==> src/rtl/pcie_reg_bank_if.sv <==
// pcie_reg_bank_if
// CPU-side register access bus for pcie_reg_bank. Signal suffixes are named
// from the register bank's point of view.
//   cpuChan_in     : channel of the current read or write
//   cpuWrData_in   : write data
//   cpuWrValid_in  : write offered
//   cpuWrReady_out : write accepted (bank idle)
//   cpuRdReady_in  : read requested / response consumable
//   cpuRdData_out  : registered read data
//   cpuRdValid_out : read data valid
// master = CPU side, slave = register bank.
interface pcie_reg_bank_if #(
  parameter int CHAN_WIDTH = 7,
  parameter int DATA_WIDTH = 32
);
  logic [CHAN_WIDTH-1:0] cpuChan_in;
  logic [DATA_WIDTH-1:0] cpuWrData_in;
  logic                  cpuWrValid_in;
  logic                  cpuWrReady_out;
  logic                  cpuRdReady_in;
  logic [DATA_WIDTH-1:0] cpuRdData_out;
  logic                  cpuRdValid_out;

  modport master (
    output cpuChan_in, cpuWrData_in, cpuWrValid_in, cpuRdReady_in,
    input  cpuWrReady_out, cpuRdData_out, cpuRdValid_out
  );

  modport slave (
    input  cpuChan_in, cpuWrData_in, cpuWrValid_in, cpuRdReady_in,
    output cpuWrReady_out, cpuRdData_out, cpuRdValid_out
  );
endinterface

==> src/rtl/pcie_reg_bank.sv <==
// pcie_reg_bank
// Channel-addressed register bank: NUM_REGS local read/write registers,
// NUM_EXT 64-bit external read sources (LSW/MSW channel pairs with a shadow
// so the MSW returns the same snapshot as the preceding LSW), and error /
// timeout counters for unmapped accesses and stalled external sources.
// Ports:
//   pcieClk_in    : clock
//   pcieResetN_in : asynchronous active-low reset
//   cpu           : CPU bus (pcie_reg_bank_if.slave)
//   regs_out      : local register values, reg i at [i*DATA_WIDTH +: DATA_WIDTH]
//   wrStrobe_out  : one-cycle pulse per written local register
//   extData_in    : external source data, source k at [k*64 +: 64]
//   extValid_in   : external source data valid
//   errCount_out  : unmapped access count (saturating)
//   toCount_out   : external timeout count (saturating)
module pcie_reg_bank #(
  parameter int NUM_REGS   = 16,
  parameter int DATA_WIDTH = 32,
  parameter int CHAN_WIDTH = 7,
  parameter int NUM_EXT    = 2,
  parameter int EXT_BASE   = 64,
  parameter int TIMEOUT    = 255,
  parameter bit EN_SWAP    = 1'b0
) (
  input  logic                           pcieClk_in,
  input  logic                           pcieResetN_in,
  pcie_reg_bank_if.slave                 cpu,
  output logic [NUM_REGS*DATA_WIDTH-1:0] regs_out,
  output logic [NUM_REGS-1:0]            wrStrobe_out,
  input  logic [NUM_EXT*64-1:0]          extData_in,
  input  logic [NUM_EXT-1:0]             extValid_in,
  output logic [15:0]                    errCount_out,
  output logic [15:0]                    toCount_out
);

  localparam int REG_IDX_W = (NUM_REGS > 1) ? $clog2(NUM_REGS) : 1;
  localparam int EXT_IDX_W = (NUM_EXT > 1) ? $clog2(NUM_EXT) : 1;
  localparam int HALF      = DATA_WIDTH / 2;
  localparam logic [DATA_WIDTH-1:0] UNMAPPED_DATA = DATA_WIDTH'(32'hDEAD_BEEF);
  localparam logic [DATA_WIDTH-1:0] TIMEOUT_DATA  = DATA_WIDTH'(32'hFFFF_FFFF);

  if (NUM_REGS > EXT_BASE) begin : gOverlapCheck
    $error("pcie_reg_bank: local and external channel ranges overlap");
  end
  if (TIMEOUT < 1 || TIMEOUT > 65535) begin : gTimeoutCheck
    $error("pcie_reg_bank: TIMEOUT must be within 1..65535");
  end

  typedef enum logic [1:0] {IDLE, RESP, EXT_WAIT, HOLD} state_t;

  state_t                state_reg;
  logic                  wrReady_reg;
  logic                  rdValid_reg;
  logic [DATA_WIDTH-1:0] rdData_reg;
  logic [DATA_WIDTH-1:0] regs_reg [NUM_REGS];
  logic [63:0]           shadow_reg [NUM_EXT];
  logic [NUM_EXT-1:0]    shadowValid_reg;
  logic [NUM_REGS-1:0]   wrStrobe_reg;
  logic [15:0]           errCount_reg;
  logic [15:0]           toCount_reg;
  logic [15:0]           waitCnt_reg;
  logic [EXT_IDX_W-1:0]  extIdx_reg;
  logic                  extMsw_reg;

  // Channel decode of the live bus channel
  logic                  isLocal;
  logic                  isExt;
  logic                  chanMsw;
  logic [CHAN_WIDTH-1:0] chanOff;
  logic [REG_IDX_W-1:0]  regIdx;
  logic [EXT_IDX_W-1:0]  extIdx;
  logic [63:0]           extWord;

  always_comb begin
    chanOff = cpu.cpuChan_in - CHAN_WIDTH'(EXT_BASE);
    isLocal = int'(cpu.cpuChan_in) < NUM_REGS;
    isExt   = (int'(cpu.cpuChan_in) >= EXT_BASE) &&
              (int'(cpu.cpuChan_in) < EXT_BASE + 2 * NUM_EXT);
    extIdx  = EXT_IDX_W'(chanOff >> 1);
    chanMsw = chanOff[0];
    regIdx  = REG_IDX_W'(cpu.cpuChan_in);
  end

  assign extWord = extData_in[int'(extIdx_reg) * 64 +: 64];

  // Halfword swap is applied at the read-data register only; stored
  // registers and shadows always hold the unswapped value.
  function automatic logic [DATA_WIDTH-1:0] rdFmt(input logic [DATA_WIDTH-1:0] d);
    if (EN_SWAP) return {d[HALF-1:0], d[DATA_WIDTH-1:HALF]};
    return d;
  endfunction

  function automatic logic [15:0] satInc(input logic [15:0] v);
    return (v == 16'hFFFF) ? v : v + 16'd1;
  endfunction

  always_ff @(posedge pcieClk_in or negedge pcieResetN_in) begin
    if (!pcieResetN_in) begin
      state_reg       <= IDLE;
      wrReady_reg     <= 1'b0;
      rdValid_reg     <= 1'b0;
      rdData_reg      <= '0;
      for (int i = 0; i < NUM_REGS; i++) regs_reg[i] <= '0;
      for (int i = 0; i < NUM_EXT; i++) shadow_reg[i] <= '0;
      shadowValid_reg <= '0;
      wrStrobe_reg    <= '0;
      errCount_reg    <= '0;
      toCount_reg     <= '0;
      waitCnt_reg     <= '0;
      extIdx_reg      <= '0;
      extMsw_reg      <= 1'b0;
    end else begin
      wrStrobe_reg <= '0;
      case (state_reg)
        IDLE: begin
          // The first edge after reset only raises ready; nothing is
          // accepted while ready is still low.
          wrReady_reg <= 1'b1;
          if (wrReady_reg && cpu.cpuWrValid_in) begin
            // Write wins over a simultaneous read; the read retries later.
            if (isLocal) begin
              regs_reg[regIdx]     <= cpu.cpuWrData_in;
              wrStrobe_reg[regIdx] <= 1'b1;
            end else if (!isExt) begin
              errCount_reg <= satInc(errCount_reg);
            end
          end else if (wrReady_reg && cpu.cpuRdReady_in) begin
            wrReady_reg <= 1'b0;
            if (isLocal) begin
              rdData_reg  <= rdFmt(regs_reg[regIdx]);
              rdValid_reg <= 1'b1;
              state_reg   <= RESP;
            end else if (isExt) begin
              extIdx_reg <= extIdx;
              extMsw_reg <= chanMsw;
              if (chanMsw && shadowValid_reg[extIdx]) begin
                // MSW of a snapshot already taken by the LSW read
                rdData_reg              <= rdFmt(DATA_WIDTH'(shadow_reg[extIdx][63:32]));
                shadowValid_reg[extIdx] <= 1'b0;
                rdValid_reg             <= 1'b1;
                state_reg               <= RESP;
              end else begin
                waitCnt_reg <= 16'(TIMEOUT);
                state_reg   <= EXT_WAIT;
              end
            end else begin
              rdData_reg   <= rdFmt(UNMAPPED_DATA);
              errCount_reg <= satInc(errCount_reg);
              rdValid_reg  <= 1'b1;
              state_reg    <= RESP;
            end
          end
        end
        EXT_WAIT: begin
          // Valid data takes priority over an expiring counter.
          if (extValid_in[extIdx_reg]) begin
            shadow_reg[extIdx_reg] <= extWord;
            rdData_reg <= rdFmt(extMsw_reg ? DATA_WIDTH'(extWord[63:32])
                                           : DATA_WIDTH'(extWord[31:0]));
            if (!extMsw_reg) shadowValid_reg[extIdx_reg] <= 1'b1;
            rdValid_reg <= 1'b1;
            state_reg   <= RESP;
          end else if (waitCnt_reg == 16'd0) begin
            rdData_reg  <= rdFmt(TIMEOUT_DATA);
            toCount_reg <= satInc(toCount_reg);
            rdValid_reg <= 1'b1;
            state_reg   <= RESP;
          end else begin
            waitCnt_reg <= waitCnt_reg - 16'd1;
          end
        end
        RESP, HOLD: begin
          if (cpu.cpuRdReady_in) begin
            rdValid_reg <= 1'b0;
            wrReady_reg <= 1'b1;
            state_reg   <= IDLE;
          end else begin
            state_reg <= HOLD;
          end
        end
        default: state_reg <= IDLE;
      endcase
    end
  end

  for (genvar gi = 0; gi < NUM_REGS; gi++) begin : gRegsOut
    assign regs_out[gi*DATA_WIDTH +: DATA_WIDTH] = regs_reg[gi];
  end

  assign cpu.cpuWrReady_out = wrReady_reg;
  assign cpu.cpuRdValid_out = rdValid_reg;
  assign cpu.cpuRdData_out  = rdData_reg;
  assign wrStrobe_out       = wrStrobe_reg;
  assign errCount_out       = errCount_reg;
  assign toCount_out        = toCount_reg;

endmodule
==> src/flat_wrapper.sv <==
// flat-port wrapper written by rule: the top's interface ports become plain ports
module pcie_reg_bank_flat 
#(
  parameter int NUM_REGS   = 16,
  parameter int DATA_WIDTH = 32,
  parameter int CHAN_WIDTH = 7,
  parameter int NUM_EXT    = 2,
  parameter int EXT_BASE   = 64,
  parameter int TIMEOUT    = 255,
  parameter bit EN_SWAP    = 1'b0
)
  (pcieClk_in, pcieResetN_in, regs_out, wrStrobe_out, extData_in, extValid_in, errCount_out, toCount_out, cpu_cpuChan_in, cpu_cpuWrData_in, cpu_cpuWrValid_in, cpu_cpuRdReady_in, cpu_cpuWrReady_out, cpu_cpuRdData_out, cpu_cpuRdValid_out);
  pcie_reg_bank_if #(.CHAN_WIDTH(CHAN_WIDTH), .DATA_WIDTH(DATA_WIDTH)) cpu_i ();
  input  logic pcieClk_in;
  input  logic pcieResetN_in;
  output logic [NUM_REGS*DATA_WIDTH-1:0] regs_out;
  output logic [NUM_REGS-1:0] wrStrobe_out;
  input  logic [NUM_EXT*64-1:0] extData_in;
  input  logic [NUM_EXT-1:0] extValid_in;
  output logic [15:0] errCount_out;
  output logic [15:0] toCount_out;
  input wire logic [$bits(cpu_i.cpuChan_in)-1:0] cpu_cpuChan_in;
  input wire logic [$bits(cpu_i.cpuWrData_in)-1:0] cpu_cpuWrData_in;
  input wire logic [$bits(cpu_i.cpuWrValid_in)-1:0] cpu_cpuWrValid_in;
  input wire logic [$bits(cpu_i.cpuRdReady_in)-1:0] cpu_cpuRdReady_in;
  output wire logic [$bits(cpu_i.cpuWrReady_out)-1:0] cpu_cpuWrReady_out;
  output wire logic [$bits(cpu_i.cpuRdData_out)-1:0] cpu_cpuRdData_out;
  output wire logic [$bits(cpu_i.cpuRdValid_out)-1:0] cpu_cpuRdValid_out;
  assign cpu_i.cpuChan_in = cpu_cpuChan_in;
  assign cpu_i.cpuWrData_in = cpu_cpuWrData_in;
  assign cpu_i.cpuWrValid_in = cpu_cpuWrValid_in;
  assign cpu_i.cpuRdReady_in = cpu_cpuRdReady_in;
  assign cpu_cpuWrReady_out = cpu_i.cpuWrReady_out;
  assign cpu_cpuRdData_out = cpu_i.cpuRdData_out;
  assign cpu_cpuRdValid_out = cpu_i.cpuRdValid_out;
  pcie_reg_bank #(.NUM_REGS(NUM_REGS), .DATA_WIDTH(DATA_WIDTH), .CHAN_WIDTH(CHAN_WIDTH), .NUM_EXT(NUM_EXT), .EXT_BASE(EXT_BASE), .TIMEOUT(TIMEOUT), .EN_SWAP(EN_SWAP)) u_core (.pcieClk_in(pcieClk_in), .pcieResetN_in(pcieResetN_in), .cpu(cpu_i), .regs_out(regs_out), .wrStrobe_out(wrStrobe_out), .extData_in(extData_in), .extValid_in(extValid_in), .errCount_out(errCount_out), .toCount_out(toCount_out));
endmodule
==> config.mk <==
export PLATFORM = sky130hd
export DESIGN_NAME = pcie_reg_bank_flat
export DESIGN_NICKNAME = d
export VERILOG_FILES = /design/src/rtl/pcie_reg_bank_if.sv /design/src/rtl/pcie_reg_bank.sv /design/src/flat_wrapper.sv
export SDC_FILE = /design/constraint.sdc
export NUM_CORES = 1
export LEC_CHECK = 0
export ABC_AREA = 0
export CAP_MARGIN = 20
export CORE_AREA = 8 8 296 298
export DETAILED_ROUTE_END_ITERATION = 16
export DIE_AREA = 0 0 304 306
export DONT_BUFFER_PORTS = 1
export GPL_ROUTABILITY_DRIVEN = 0
export GPL_TIMING_DRIVEN = 0
export RECOVER_POWER = 100
export SLEW_MARGIN = 40
export SYNTH_ARGS = -nofsm -noshare
export SYNTH_HDL_FRONTEND = slang
export SYNTH_SLANG_ARGS = --single-unit
==> constraint.sdc <==
create_clock -name pcieClk_in -period 2.64 [get_ports pcieClk_in]
set_clock_uncertainty 0.15 [all_clocks]
set_input_delay 0.264 -clock pcieClk_in [delete_from_list [all_inputs] [get_ports pcieClk_in]]
set_output_delay 0.264 -clock pcieClk_in [all_outputs]
set_load 0.01 [all_outputs]
### Word-level counts from Yosys, hierarchy flattened

Index checks and enable logic that the tools add are counted.

* bits in registers: 744
* bits of input ports: 173
* logic and storage cells: 179
* output and inout bits: 594

* bitwise gates (word level): 10
* reductions and logical operators: 26
* $lt $le $gt $ge: 14
* equality and inequality tests: 18
* muxes and demuxes: 77
* shift-type cells: 1
* $add $sub $neg: 4

Operator list (number)
* 512-bit bitwise mux: 1
* 32-bit 2-to-1 mux: 11
* 64-bit 2-to-1 mux: 4
* 16-bit 2-to-1 mux: 15
* 32-bit binary-select mux with 4-bit select: 1
* 128-bit bitwise mux: 1
* 32-bit demux with 4-bit select: 1
* 128-bit by 8-bit indexed part select with 64-bit output: 1
* 64-bit demux with 1-bit select: 1
* 32-bit one-hot mux with 2 select lines: 1
* 16-bit by 1-bit adder with 16-bit output (second input constant): 2
* 16-bit == test (second input constant): 2
* 16-bit one-hot mux with 2 select lines: 1
* 2-bit 2-to-1 mux: 15
* 1-bit 2-to-1 mux: 18
* 16-bit logical NOT: 1
* 8-bit AND reduction: 2
* 16-bit by 1-bit subtractor with 16-bit output (second input constant): 1
* 5-bit AND reduction: 3
* 2-bit inequality test (second input constant): 7
* 1-bit logical AND: 9
* 2-bit by 1-bit inequality test with 1-bit output (second input constant): 4
* 7-bit greater-or-equal comparator (second input constant): 1
* 7-bit by 5-bit less-than comparator with 1-bit output (second input constant): 1
* other kinds (32): 46

### Depth between registers and ports, before layout

Gate-level depths: netlist of run 1.

* depth after elaboration: 13
* gate-level depth with buffers: 9
* gate-level depth less buffers: 7

### Least setup slack after synthesis of run 1

Ideal clock, no wire load.

* path kind: register to register
* start: register u_core.waitCnt_reg[0]
* end: register u_core.rdData_reg[10], in the netlist u_core.cpu.cpuRdData_out[10]
* data required time: 2.365 ns
* path slack: 0.400 ns
* cell stages (with the launch flop): 10
* path buffers: 2
* library setup time: 0.125 ns
* arrival time: 1.966 ns
* period minus slack after synthesis: 2.240 ns
* path through: dfrtp_1 inv_1 ha_1 nor3b_1 nand4_2 nand2_2 and3_1 buf_6 buf_12 mux2_2

* cells in the longest elaborated chain, start to end: 3

RTL lines
* start, declared: line pcie_reg_bank.sv:61 `logic [15:0] waitCnt_reg;`
* start signal, assigned: line pcie_reg_bank.sv:143 `waitCnt_reg <= 16'(TIMEOUT);`
* start signal, assigned: line pcie_reg_bank.sv:169 `waitCnt_reg <= waitCnt_reg - 16'd1;`
* 16-bit logical NOT: line pcie_reg_bank.sv:163 `end else if (waitCnt_reg == 16'd0) begin`
* 3-bit by 1-bit inequality test with 1-bit output (no line)
* 5-bit AND reduction (no line)
* end signal, assigned: line pcie_reg_bank.sv:147 `rdData_reg <= rdFmt(UNMAPPED_DATA);`
* end signal, assigned: line pcie_reg_bank.sv:158 `rdData_reg <= rdFmt(extMsw_reg ? DATA_WIDTH'(extWord[63:32])`
* end signal, assigned: line pcie_reg_bank.sv:164 `rdData_reg <= rdFmt(TIMEOUT_DATA);`
* end, declared: line pcie_reg_bank.sv:54 `logic [DATA_WIDTH-1:0] rdData_reg;`

No other way between the ends.
A chain may end at the register's enable or synchronous reset.

### Worst setup path in the final report of run 1

* start: register u_core.state_reg[0]
* end: register u_core.rdData_reg[21], in the netlist u_core.cpu.cpuRdData_out[21]

* cells in the longest elaborated chain, start to end: 3
* elaborated cells between the ends (all ways): 9
* those cells by class: eq/ne (5); mux (1); reduce/logical (3)

RTL lines
* start, declared: line pcie_reg_bank.sv:51 `state_t state_reg;`
* start signal, assigned: line pcie_reg_bank.sv:99 `state_reg <= IDLE;`
* start signal, assigned: line pcie_reg_bank.sv:132 `state_reg <= RESP;`
* start signal, assigned: line pcie_reg_bank.sv:141 `state_reg <= RESP;`
* 2-bit == test or 2-bit logical NOT (tied branches): line pcie_reg_bank.sv:114 `case (state_reg)`
* 3-bit by 1-bit inequality test with 1-bit output (no line) (tied with other cells)
* 5-bit AND reduction (no line)
* end signal, assigned: line pcie_reg_bank.sv:130 `rdData_reg <= rdFmt(regs_reg[regIdx]);`
* end signal, assigned: line pcie_reg_bank.sv:138 `rdData_reg <= rdFmt(DATA_WIDTH'(shadow_reg[extIdx][63:32]));`
* end signal, assigned: line pcie_reg_bank.sv:147

Parallel ways exist; a longest one is shown, timed or not.

==> impl_metrics.tcl, run 1 <==
set metrics [dict create \
    final_util_pct 45.73 \
    p_total_mw 29.88 \
    cp.arrival_ps 3030 \
    multiInputGateArea_sq_mm 0.01375 \
    cp_common_cell "buf_6" \
    syn-mean-instance-area_sq_um 14.78 \
    start_kind "flip-flop" \
    fin_hold_ws_ps -829.3 \
    min-delay-path-class "input port to async pin" \
    clockRootBuffer "clkbuf_16" \
    p_leak_nw 17.51 \
    synth-seq-area-share_pct 53.76 \
    final_common_cell "dfrtp_1" \
    pwr-share-seq_pct 44.8 \
    dieArea_sq_mm 0.09302 \
    track_usage_pct 28.99 \
    ctsHoldBuffers 119 \
    die_x_um 304 \
    fill_cells 7299 \
    wirelength_um 139600 \
    vias_per_cell 6.115 \
    combPwrFrac_pct 15.1 \
    slowest_delay_ps 460 \
    period_share_pct 101.1 \
    largest_reg_flops 512 \
    grt-ovfl-total 0 \
    grt_max_degree 681 \
    slew_headroom_pct 38.44 \
    ys_warn_count 0 \
    synth_area_leaders "dfrtp_1 (54%), mux2_2 (22%), mux4_2 (9.7%)" \
    status "finished, violations left" \
    routedWlPerCell_um 39.56 \
    die_h_um 306 \
    rsz0062_at_grt "yes" \
    r2r_cells 8 \
    internal-power_mw 21.05 \
    cts.sinks 680 \
    postSynthCellCount 2142 \
    crit_slowest_cell "o22ai_1" \
    dr_total_vias 21585 \
    yosysTopAreaCellShare_pct 53.76 \
    dpl_cell_area_sq_mm 0.03306 \
    num_io_pins 767 \
    async_reset_ff_share_pct 100.0 \
    critPathRequiredTime_ps 3010 \
    final_antenna_net_count 0 \
    grt_pass1_wl_um 191400 \
    cp-end-kind "flip-flop" \
    final_cell_mix "dfrtp_1 (679), mux2_2 (624), mux4_2 (136)" \
    hold_violations 201 \
    clock_latency_ps 640 \
    core_area_sq_mm 0.08289 \
    clk_pin_slew_worst_paths_ps 60 \
    drcViolationCount 0 \
    grt_pass1_vias 22467 \
    switchingPower_mw 8.823 \
    drive_gt1_share_pct 45.59 \
    setup_tns_ps -28.26 \
    numCtsBuffers 80 \
    place_ws_ps -842.4 \
    antenna_found_initial 6 \
    critPathMaxFanout 10 \
    path_cells "buf_6 -> nand2b_4 -> buf_6 -> nand3_2 -> clkbuf_2 -> o22ai_1 -> nor4_1 -> mux2_2" \
    fin_area_sq_mm 0.03790 \
    swShare_pct 29.53 \
    violations "hold timing, setup timing" \
    htree_levels 3 \
    fin_cells 3530 \
    syn_to_final_growth_pct 19.75 \
    max_slew.worst_pin.slew_ps 923.4 \
    synth_seq_cells 680 \
    port_buffers 0 \
    yosys_most_used_dff "dfrtp_1" \
    worstSetupPathType "flip-flop to flip-flop" \
    fin_nets 2561 \
    dp.cells 3223 \
    synth_area_sq_mm 0.03165 \
    start_util_pct 38.18 \
    slew_viol_final 0 \
    regArea_sq_mm 0.01702 \
    first_iter_violations 2002 \
    synth_largest_area_cell "dfrtp_1" \
    cts_tree "done" \
    drtPass1Iterations 5 \
    setup_viol 1 \
    yosysUniqueCellTypes 63 \
    ir_drop_mv 0.5950 \
    cap_violations 0 \
    p_per_area_mw_per_mm2 788.2 \
    pwr-share-clk_pct 40.1 \
    clockBufferDepth 3 \
    hpwlAfterDp_um 101800 \
    period_minus_slack_ps 2668 \
    rows 106 \
    syn_nets 2319 \
    max_freq_mhz 374.8 \
    synth_edf_count 0 \
    fin_ws_ps -28.26 \
]
cells by family after synthesis:
logic type                 after synthesis  synth area share (%)
xor gates and xnor gates                33                0.9132
adders and majority gates                4                0.1581
DFF                                    680                 53.76
and+or+nand+nor                        262                 4.404
AOI/OAI and AO/OA                      132                 2.724
muxes                                  839                 34.57
buffers and inverters                  192                 3.471
layer usage:
layer / up-vias / global-route usage [%] / part of all wire [%]
met2: 1195 / 48.42 / 49
met3: 281 / 12.29 / 10
met1: 11633 / 33.98 / 37
met5: - / 0 / 0
li1: 8476 / - / -
met4: 0 / 8.736 / 3.4
cell type report:
type / instances / area share [%]
flip-flops and latches: 680 / 44.90
plain buffers: 170 / 2.888
diodes: 2 / 0.01320
well taps: 1080 / 3.565
clock buffers: 112 / 6.100
multi-input cells: 1270 / 36.27
inverters: 21 / 0.2080
clock inverters: 34 / 1.469
repair buffers: 161 / 4.589
cell usage after synthesis (5+ instances only):
library cell	n
buf_4	31
nand4_1	10
o2111ai_1	8
nor4_1	30
or4_1	5
buf_6	20
inv_1	21
dfrtp_1	680
mux2_2	624
mux4_2	136
a21oi_1	7
buf_2	54
or2_1	5
a31oi_1	8
mux2_4	12
mux2i_1	67
buf_1	5
or3_1	7
a22oi_1	26
nand2_1	31
xor2_1	15
nor2_1	77
nand3_1	40
clkbuf_1	58
nor3_1	16
o22ai_1	24
o21ai_0	43
xnor2_1	18
path summary, 6_finish.rpt:
check,startpoint,to,slack [ps]
max,u_core.state_reg[0]$_DFFE_PN0P_,u_core.cpu.cpuRdData_out[21]$_DFFE_PN0P_,-30
max in group asynchronous,pcieResetN_in,u_core.regs_out[62]$_DFFE_PN0P_,980
min reg2reg,u_core.shadow_reg[61]$_DFFE_PN0P_,u_core.shadow_reg[61]$_DFFE_PN0P_,360
max reg2reg,u_core.state_reg[0]$_DFFE_PN0P_,u_core.cpu.cpuRdData_out[21]$_DFFE_PN0P_,-30
min in group pcieClk_in,extData_in[24],u_core.cpu.cpuRdData_out[24]$_DFFE_PN0P_,40
min,pcieResetN_in,u_core.regs_out[146]$_DFFE_PN0P_,-830
worst max-delay path, delay by kind of cell (launching register included):
family / cells / cell delay [ps]
flip-flops: 1 / 340
AND/OR/NAND/NOR: 3 / 570
multiplexers: 1 / 270
AO/OA/AOI/OAI: 1 / 460
buffers and inverters: 3 / 730
power by group through the flow:
| stage | sequential, mW | clock, mW | combinational (mW) |
|---|---|---|---|
| 2_1_floorplan | 12.8 | 0 | 2.86 |
| 3_3_place_gp | 13.5 | 0 | 3.81 |
| 3_5_place_dp | 13.5 | 0 | 3.94 |
| 4_1_cts | 13.4 | 12.2 | 4.23 |
| 5_1_grt | 13.5 | 12.6 | 4.82 |
| 6_report | 13.4 | 12.0 | 4.51 |
repair_timing:
action                      CTS  global route
pin swaps                     9             3
hold endpoints to repair   1057           201
setup endpoints to repair   413           125
setup buffers                30             6
gates resized for setup      49            23
Power figures use the tool's default switching activity.
==> run 2: changes to the inputs <==
GPL_ROUTABILITY_DRIVEN = default   (was 0)
==> results of run 2 <==
Same layout as run 1: the final DEF is identical, and so are final timing and power.
